[src/rtl/instr_fetch_if.sv]
// Fetch-stage bus bundle.
// Carries the instruction-memory request/ack channel, the branch redirect
// inputs and the valid/ready output handshake toward decode.
//   master : instruction fetch stage (drives imem_req/imem_addr and the decode outputs)
//   slave  : environment (memory, branch unit, decode)
interface instr_fetch_if;
    logic        imem_req;
    logic [31:0] imem_addr;
    logic        imem_ack;
    logic [31:0] imem_rdata;
    logic        redirect;
    logic [31:0] redirect_pc;
    logic        instr_valid;
    logic        id_ready;
    logic [31:0] instrucao;
    logic [31:0] pc_out;

    modport master (
        output imem_req, imem_addr, instr_valid, instrucao, pc_out,
        input  imem_ack, imem_rdata, redirect, redirect_pc, id_ready
    );

    modport slave (
        input  imem_req, imem_addr, instr_valid, instrucao, pc_out,
        output imem_ack, imem_rdata, redirect, redirect_pc, id_ready
    );
endinterface

[src/rtl/instr_fetch.sv]
// Instruction fetch stage.
// Holds the PC, keeps at most one instruction-memory request outstanding and
// presents {instrucao, pc_out} to decode through a valid/ready handshake.
// A redirect flushes the output slot and discards any fetch still in flight.
// Ports:
//   clk, rst_n  : clock, asynchronous active-low reset
//   bus         : instr_fetch_if.master (imem req/addr/ack/rdata, redirect,
//                 redirect_pc, instr_valid, id_ready, instrucao, pc_out)
//
// state | meaning
// IDLE  | no request outstanding; imem_addr shows pc
// WAIT  | request outstanding, its data will be captured
// KILL  | request outstanding, its data will be dropped (redirected meanwhile)
module instr_fetch #(
    parameter logic [31:0] RESET_PC = 32'h0000_0000
) (
    input  logic          clk,
    input  logic          rst_n,
    instr_fetch_if.master bus
);
    typedef enum logic [1:0] {IDLE = 2'd0, WAIT = 2'd1, KILL = 2'd2} state_t;

    localparam logic [31:0] RESET_PC_W = RESET_PC & ~32'd3;

    state_t      state_q, state_d;
    logic [31:0] pc_q, pc_d;
    logic [31:0] addr_q, addr_d;
    logic [31:0] instr_q, instr_d;
    logic [31:0] pco_q, pco_d;
    logic        valid_q, valid_d;
    logic        slot_free, transfer, issue, capture;
    logic [31:0] fetch_addr;

    always_ff @(posedge clk or negedge rst_n) begin
        if (!rst_n) begin
            state_q <= IDLE;
            pc_q    <= RESET_PC_W;
            addr_q  <= 32'd0;
            instr_q <= 32'd0;
            pco_q   <= 32'd0;
            valid_q <= 1'b0;
        end else begin
            state_q <= state_d;
            pc_q    <= pc_d;
            addr_q  <= addr_d;
            instr_q <= instr_d;
            pco_q   <= pco_d;
            valid_q <= valid_d;
        end
    end

    always_comb begin
        slot_free  = ~valid_q | bus.id_ready;
        transfer   = valid_q & bus.id_ready;
        // A new fetch only starts when its result is guaranteed a free slot,
        // so an ack can never overwrite an instruction decode has not taken.
        issue      = (state_q == IDLE) & slot_free & ~bus.redirect;
        fetch_addr = (state_q == IDLE) ? pc_q : addr_q;

        state_d = state_q;
        pc_d    = pc_q;
        addr_d  = addr_q;
        capture = 1'b0;

        case (state_q)
            IDLE: begin
                if (issue) begin
                    addr_d = pc_q;
                    if (bus.imem_ack) capture = 1'b1;
                    else              state_d = WAIT;
                end
            end
            WAIT: begin
                if (bus.imem_ack) begin
                    state_d = IDLE;
                    capture = ~bus.redirect;
                end else if (bus.redirect) begin
                    state_d = KILL;
                end
            end
            KILL: begin
                if (bus.imem_ack) state_d = IDLE;
            end
            default: state_d = IDLE;
        endcase

        if (bus.redirect)  pc_d = bus.redirect_pc & ~32'd3;
        else if (capture)  pc_d = fetch_addr + 32'd4;

        instr_d = capture ? bus.imem_rdata : instr_q;
        pco_d   = capture ? fetch_addr     : pco_q;

        if (bus.redirect)     valid_d = 1'b0;
        else if (capture)     valid_d = 1'b1;
        else if (transfer)    valid_d = 1'b0;
        else                  valid_d = valid_q;
    end

    // Gating with rst_n keeps the request low while reset is held, even though
    // IDLE with an empty slot would otherwise request combinationally.
    assign bus.imem_req    = rst_n & (issue | (state_q != IDLE));
    assign bus.imem_addr   = fetch_addr;
    assign bus.instr_valid = valid_q;
    assign bus.instrucao   = instr_q;
    assign bus.pc_out      = pco_q;
endmodule
[src/flat_wrapper.sv]
// flat-port wrapper written by rule: the top's interface ports become plain ports
module instr_fetch_flat 
#(
    parameter logic [31:0] RESET_PC = 32'h0000_0000
)
  (clk, rst_n, bus_imem_req, bus_imem_addr, bus_instr_valid, bus_instrucao, bus_pc_out, bus_imem_ack, bus_imem_rdata, bus_redirect, bus_redirect_pc, bus_id_ready);
  instr_fetch_if bus_i ();
  input  logic clk;
  input  logic rst_n;
  output wire logic [$bits(bus_i.imem_req)-1:0] bus_imem_req;
  output wire logic [$bits(bus_i.imem_addr)-1:0] bus_imem_addr;
  output wire logic [$bits(bus_i.instr_valid)-1:0] bus_instr_valid;
  output wire logic [$bits(bus_i.instrucao)-1:0] bus_instrucao;
  output wire logic [$bits(bus_i.pc_out)-1:0] bus_pc_out;
  input wire logic [$bits(bus_i.imem_ack)-1:0] bus_imem_ack;
  input wire logic [$bits(bus_i.imem_rdata)-1:0] bus_imem_rdata;
  input wire logic [$bits(bus_i.redirect)-1:0] bus_redirect;
  input wire logic [$bits(bus_i.redirect_pc)-1:0] bus_redirect_pc;
  input wire logic [$bits(bus_i.id_ready)-1:0] bus_id_ready;
  assign bus_imem_req = bus_i.imem_req;
  assign bus_imem_addr = bus_i.imem_addr;
  assign bus_instr_valid = bus_i.instr_valid;
  assign bus_instrucao = bus_i.instrucao;
  assign bus_pc_out = bus_i.pc_out;
  assign bus_i.imem_ack = bus_imem_ack;
  assign bus_i.imem_rdata = bus_imem_rdata;
  assign bus_i.redirect = bus_redirect;
  assign bus_i.redirect_pc = bus_redirect_pc;
  assign bus_i.id_ready = bus_id_ready;
  instr_fetch #(.RESET_PC(RESET_PC)) u_core (.clk(clk), .rst_n(rst_n), .bus(bus_i));
endmodule
[config.mk]
export PLATFORM = sky130hd
export DESIGN_NAME = instr_fetch_flat
export DESIGN_NICKNAME = d
export VERILOG_FILES = /design/src/rtl/instr_fetch_if.sv /design/src/rtl/instr_fetch.sv /design/src/flat_wrapper.sv
export SDC_FILE = /design/constraint.sdc
export NUM_CORES = 1
export LEC_CHECK = 0
export ABC_AREA = 0
export BUFFER_PORTS_ARGS = -buffer_cell sky130_fd_sc_hd__buf_2
export CELL_PAD_IN_SITES_DETAIL_PLACEMENT = 0
export CELL_PAD_IN_SITES_GLOBAL_PLACEMENT = 1
export CORE_AREA = 10 10 166 168
export DETAILED_ROUTE_END_ITERATION = 7
export DIE_AREA = 0 0 176 178
export MAX_ROUTING_LAYER = met4
export PLACE_DENSITY_LB_ADDON = 0.15
export SLEW_MARGIN = 40
export SYNTH_ARGS = -nofsm -noshare
export SYNTH_HDL_FRONTEND = slang
export SYNTH_SLANG_ARGS = --single-unit
[constraint.sdc]
create_clock -name clk -period 3.2 [get_ports clk]
set_input_delay 0.32 -clock clk [delete_from_list [all_inputs] [get_ports clk]]
set_output_delay 0.32 -clock clk [all_outputs]
set_load 0.01 [all_outputs]
# After elaboration in Yosys (flattened, before gate mapping)
# Cells that the tools add are included.
dict set report totals {
  reg_bits 131
  input_bits 69
  out_inout_bits 98
  wordCells 43
}
dict set report classes {
  n_addsub 1
  eq_ne 6
  n_mux 16
  bitwise 8
  n_reduce_logical 6
}
# operator n
set op_table {}
lappend op_table {{2-to-1 mux 32 bit} 3}
lappend op_table {{adder 32 x 3 -> 32 bit (second input constant)} 1}
lappend op_table {{2-to-1 mux 2 bit} 5}
lappend op_table {{2-to-1 mux 1 bit} 6}
lappend op_table {{one-hot mux 2 bit (3 select lines)} 1}
lappend op_table {{bitwise AND 1 bit} 4}
lappend op_table {{!= test 2 bit (second input constant)} 2}
lappend op_table {{AND reduction 4 bit} 1}
lappend op_table {{nonzero test 2 bit} 2}
lappend op_table {{!= test 3 bit (second input constant)} 1}
lappend op_table {{nonzero test 3 bit} 1}
lappend op_table {{== test 2 x 1 -> 1 bit (second input constant)} 1}
lappend op_table {{== test 2 bit (second input constant)} 1}
lappend op_table {{zero test 2 bit} 1}
lappend op_table {{!= test 2 x 1 -> 1 bit (second input constant)} 1}
lappend op_table {{NOT 1 bit} 2}
lappend op_table {{bitwise OR 1 bit} 2}
lappend op_table {{one-hot mux 1 bit (2 select lines)} 1}
lappend op_table {{AND reduction 2 bit} 1}

# Depth between registers and ports, before layout
dict set report depth {
  depth_word 8
  depth_mapped 14
  depth_no_buf 10
}

# Least setup slack after synthesis
# No wires, ideal clock.
dict set report synth_timing {
  path_type {reg-to-reg}
  start {register u_core.state_q[0]}
  end {register u_core.pc_q[28]}
  setup_ps 131
  arrival_ps 3030
  t_required_ps 3069
  path_slack_ps 39
  stages_incl_launch_ff 15
  path_buffers 4
  period_less_slack_ps 3161
  cell_sequence {dfrtp_1 -> or2_2 -> buf_2 -> clkbuf_8 -> buf_2 -> buf_2 -> mux2i_1 -> inv_1 -> ha_1 -> nand3_1 -> o22ai_1 -> nand4_1 -> nor4_2 -> xnor2_1 -> o21ai_1}
}
dict set report synth_between {
  elab_cells_between_ends 11
  classes_between {1 x add/sub; 1 x eq/ne; 5 x mux; 2 x bitwise; 2 x reduce/logical}
}
# item line
set synth_rtl {}
lappend synth_rtl {{start: declaration} instr_fetch.sv:25} ;# state_t state_q, state_d;
lappend synth_rtl {{start signal: assignment} instr_fetch.sv:43} ;# state_q <= state_d;
lappend synth_rtl {{zero test 2 bit} instr_fetch.sv:58} ;# fetch_addr = (state_q == IDLE) ? pc_q : addr_q;
lappend synth_rtl {{2-to-1 mux 32 bit} instr_fetch.sv:58}
lappend synth_rtl {{named net bus_imem_addr[2]} flat_wrapper.sv:11} ;# output wire logic [$bits(bus_i.imem_addr)-1:0] bus_imem_addr;
lappend synth_rtl {{adder 32 x 3 -> 32 bit} instr_fetch.sv:88} ;# else if (capture) pc_d = fetch_addr + 32'd4;
lappend synth_rtl {{2-to-1 mux 32 bit} instr_fetch.sv:88}
lappend synth_rtl {{2-to-1 mux 32 bit} instr_fetch.sv:87} ;# if (bus.redirect) pc_d = bus.redirect_pc & ~32'd3;
lappend synth_rtl {{end signal: assignment} instr_fetch.sv:44} ;# pc_q <= pc_d;
lappend synth_rtl {{end: declaration} instr_fetch.sv:26} ;# logic [31:0] pc_q, pc_d;
# The timed path passes the listed nets, and every way through them passes these cells. The select of a mux whose other input is x is not followed.
# A chain may end at the register's enable or synchronous reset.

# Final worst setup path
dict set report layout_timing {
  start {register u_core.state_q[0]}
  end {register u_core.pc_q[28]}
}
dict set report layout_between {
  elab_chain_len 6
  elab_cells_between_ends 11
  classes_between {1 x add/sub; 1 x eq/ne; 5 x mux; 2 x bitwise; 2 x reduce/logical}
}
# item
set layout_lines {}
lappend layout_lines {{parallel branches: the longest is 6 deep, another holds adder 32 x 3 -> 32 bit}}
# Parallel ways; which one is timed is not known. The select of a mux whose other input is x is not followed.

==> flow_summary_export.csv <==
group,metric,value,unit
outcome,status,"finished clean",
critical_path,critical_path_class,"reg2reg",
logic_synthesis,syn-num-nets,716,
timing,maxSlewViolCount,0,
layout,fin_cells,1150,
critical_path,critPathRequiredTime,3490,ps
timing,min_period,2860,ps
floorplan,core,24110,um^2
floorplan,die_h,178,um
routing,first_pass_iters,5,
min_path,hp-class,"in2reg",
timing,slew_headroom,0.5478,
floorplan,fp.dieArea,31330,um^2
critical_path,reg2regPathDepth,10,
place,detailed_place_hpwl,14940,um
logic_synthesis,ys_top_cells_by_area,"dfrtp_1, nand2_1, mux2_2",
layout,mostFrequentLayoutCells,"nand2_1, buf_2, dfrtp_1",
routing,drt_iter0_markers,244,
cts,cts_made_buffers,17,
layout,areaGrowthSynthToFinish,29.00,%
critical_path,cp_cell_sequence,"buf_4, or3b_4, nand2_1, ha_1, nand3_1, o22ai_1, nand4_1, nor4_2, xnor2_1, o21ai_1",
min_path,min_to,"u_core.bus.instrucao[25]",
logic_synthesis,avgSynthCellArea,9.984,um^2
routing,antenna_left,0,
timing,hold_viol,0,
routing,via_count,5287,
global_route,grt_start_max_net_pins,59,
critical_path,critPathMaxStageDelay,420,ps
global_route,grt_overflow_total,0,
global_route,track_usage,0.1394,
logic_synthesis,yosys.area.top_type,"dfrtp_1",
logic_synthesis,synth_top_area_frac,0.5082,
place,portBuffers,164,
layout,final_nets,880,
layout,drive_above_1_share,0.3382,
logic_synthesis,seq_area_frac_synth,0.5082,
global_route,antenna_found_initial,4,
timing,worst_pin_slew,678.3,ps
logic_synthesis,syn_inst,646,
critical_path,endpoint_kind,"flop",
cts,ctsResizeCount,0,
cts,cts.reportedPaths.clkPinSlew,60,ps
power_and_ir_drop,p_total,0.005856,W
global_route,grt_pass1_wl,33420,um
place,dp_cells,1114,
timing,tns,0,ps
floorplan,num_io_pins,167,
cts,postCtsSetupBuffers,0,
power_and_ir_drop,irDropWorstVdd,297.9,uV
logic_synthesis,synth_flop_cell,"dfrtp_1",
timing,rsz0062_at_grt,"no",
floorplan,rows,57,
floorplan,start_util,0.2676,
global_route,grt_pass1_vias,5681,
timing,skew,8.442,ps
logic_synthesis,synth-edff-count,0,
layout,layout_commonest_cell,"nand2_1",
critical_path,crit_fanout,14,
min_path,min_from,"bus_imem_rdata[25]",
cts,cts_buffer_depth,2,
logic_synthesis,synth-warning-count,0,
logic_synthesis,syn_area,6450,um^2
critical_path,r2r-start,"u_core.state_q[0]",
floorplan,die-width,176,um
cts,cts-root-buf,"clkbuf_16",
logic_synthesis,synth.distinct_cells,53,
cts,ctsHoldBuffers,1,
cts,tritoncts,"done",
critical_path,start_kind,"flop",
place,gp_congestion,0.7616,
timing,setup_violations,0,
critical_path,crit_slowest_cell,"or3b_4",
timing,fin_crit_sh,0.8937,
flow_run,cap_violations,0,
routing,drc,0,
critical_path,worstPathArrival,3150,ps
routing,drt-total-wl,20860,um
logic_synthesis,async_reset_ff_frac,1.000,
logic_synthesis,synth_seq_cells,131,
min_path,holdPathStages,3,
power_and_ir_drop,powerDensity,703.8,nW/um^2
timing,fmax,349.7,MHz
critical_path,worstReg2RegEnd,"u_core.pc_q[28]",
critical_path,r2r_slack,340,ps
routing,routedWlPerCell,18.14,um
cts,cts.htree.levels,4,
power_and_ir_drop,p_leak,3.966,nW
cts,clk_latency,410,ps
routing,avgViaCountPerCell,4.597,
cts,cts_sinks,131,
==> critical path: cells and delay by family, from the launching register on <==
| family | cells | cell delay, ps |
|---|---|---|
| xor gates and xnor gates | 1 | 150 |
| AOI/OAI and AO/OA | 2 | 430 |
| adders and majority gates | 1 | 240 |
| DFF | 1 | 380 |
| buffers and inverters | 1 | 190 |
| and+or+nand+nor | 5 | 1350 |
==> final cells by class <==
type                            instances  area (um^2)
Clock buffer                           22        484.2
Antenna cell                            4        10.01
Sequential cell                       131         3278
Multi-Input combinational cell        452         2885
Inverter                               24        90.09
Fill cell                            2564        15790
Timing Repair Buffer                  184        992.2
Tap cell                              324        405.4
Clock inverter                          9        175.2
==> per-stage QoR <==
stage                     utilization  instance area, um^2  hold slack, ps  setup slack, ps
after floorplan                     -                 6450           24.41            39.47
after global placement         0.3170                 7641           265.2            390.4
after detailed placement       0.3170                 7641           265.7            330.3
after CTS                      0.3448                 8310           67.06            329.2
after global routing           0.3452                 8320           81.73            165.1
final                          0.3452                 8320           90.81            340.1
==> cells by family after synthesis <==
family | Yosys count | share of synthesized area
and+or+nand+nor | 242 | 0.1783
DFF | 131 | 0.5082
AOI/OAI and AO/OA | 121 | 0.1255
buffers and inverters | 63 | 0.04733
muxes | 62 | 0.1034
xor gates and xnor gates | 26 | 0.03531
adders and majority gates | 1 | 0.001940
==> routing by layer <==
| layer | GRT usage | share of wire | vias to the layer above |
|---|---|---|---|
| li1 | - | - | 2568 |
| met4 | 0.04309 | 0.017 | 0 |
| met1 | 0.1736 | 0.47 | 2542 |
| met3 | 0.04926 | 0.067 | 21 |
| met2 | 0.2084 | 0.45 | 156 |
| met5 | - | 0 | - |
==> registers in the layout (all words and copies together), names as in the netlist <==
signal / count
u_core.state_q: 2
u_core.bus.instr_valid: 1
u_core.addr_q: 32
u_core.bus.instrucao: 32
u_core.pc_q: 32
u_core.bus.pc_out: 32
==> power by group <==
part | leakage (nW) | switching, W | internal, W
logic | 2.04 | 0.000793 | 0.000593
clock network | 0.318 | 0.000726 | 0.00146
registers | 1.61 | 0.000279 | 0.00200
==> worst max-delay path by stage <==
stage | from | endpoint | slack, ps | cells past startpoint
CTS | u_core.state_q[0] | u_core.pc_q[28] | 330 | 10
finish | u_core.state_q[0] | u_core.pc_q[28] | 340 | 10
global placement | u_core.state_q[0] | u_core.pc_q[28] | 390 | 10
global route | u_core.state_q[0] | u_core.pc_q[28] | 170 | 10
detailed placement | u_core.state_q[0] | u_core.pc_q[28] | 330 | 10
floorplan | u_core.state_q[0] | u_core.pc_q[28] | 40 | 14
==> cell usage after synthesis, types with 4 or more instances <==
| cell type | n |
|---|---|
| a222oi_1 | 4 |
| mux2i_1 | 25 |
| a22oi_1 | 23 |
| inv_1 | 24 |
| dfrtp_1 | 131 |
| nor2_1 | 14 |
| nor3b_1 | 4 |
| a21oi_1 | 8 |
| nand3_1 | 9 |
| clkbuf_1 | 27 |
| nand4bb_2 | 9 |
| o21ai_1 | 9 |
| o21ai_0 | 42 |
| mux2_2 | 37 |
| buf_2 | 5 |
| nand2_1 | 182 |
| o211ai_2 | 5 |
| xnor2_1 | 26 |
| nand4_1 | 4 |
| o211ai_1 | 14 |
(Power assumes the default switching activity.)
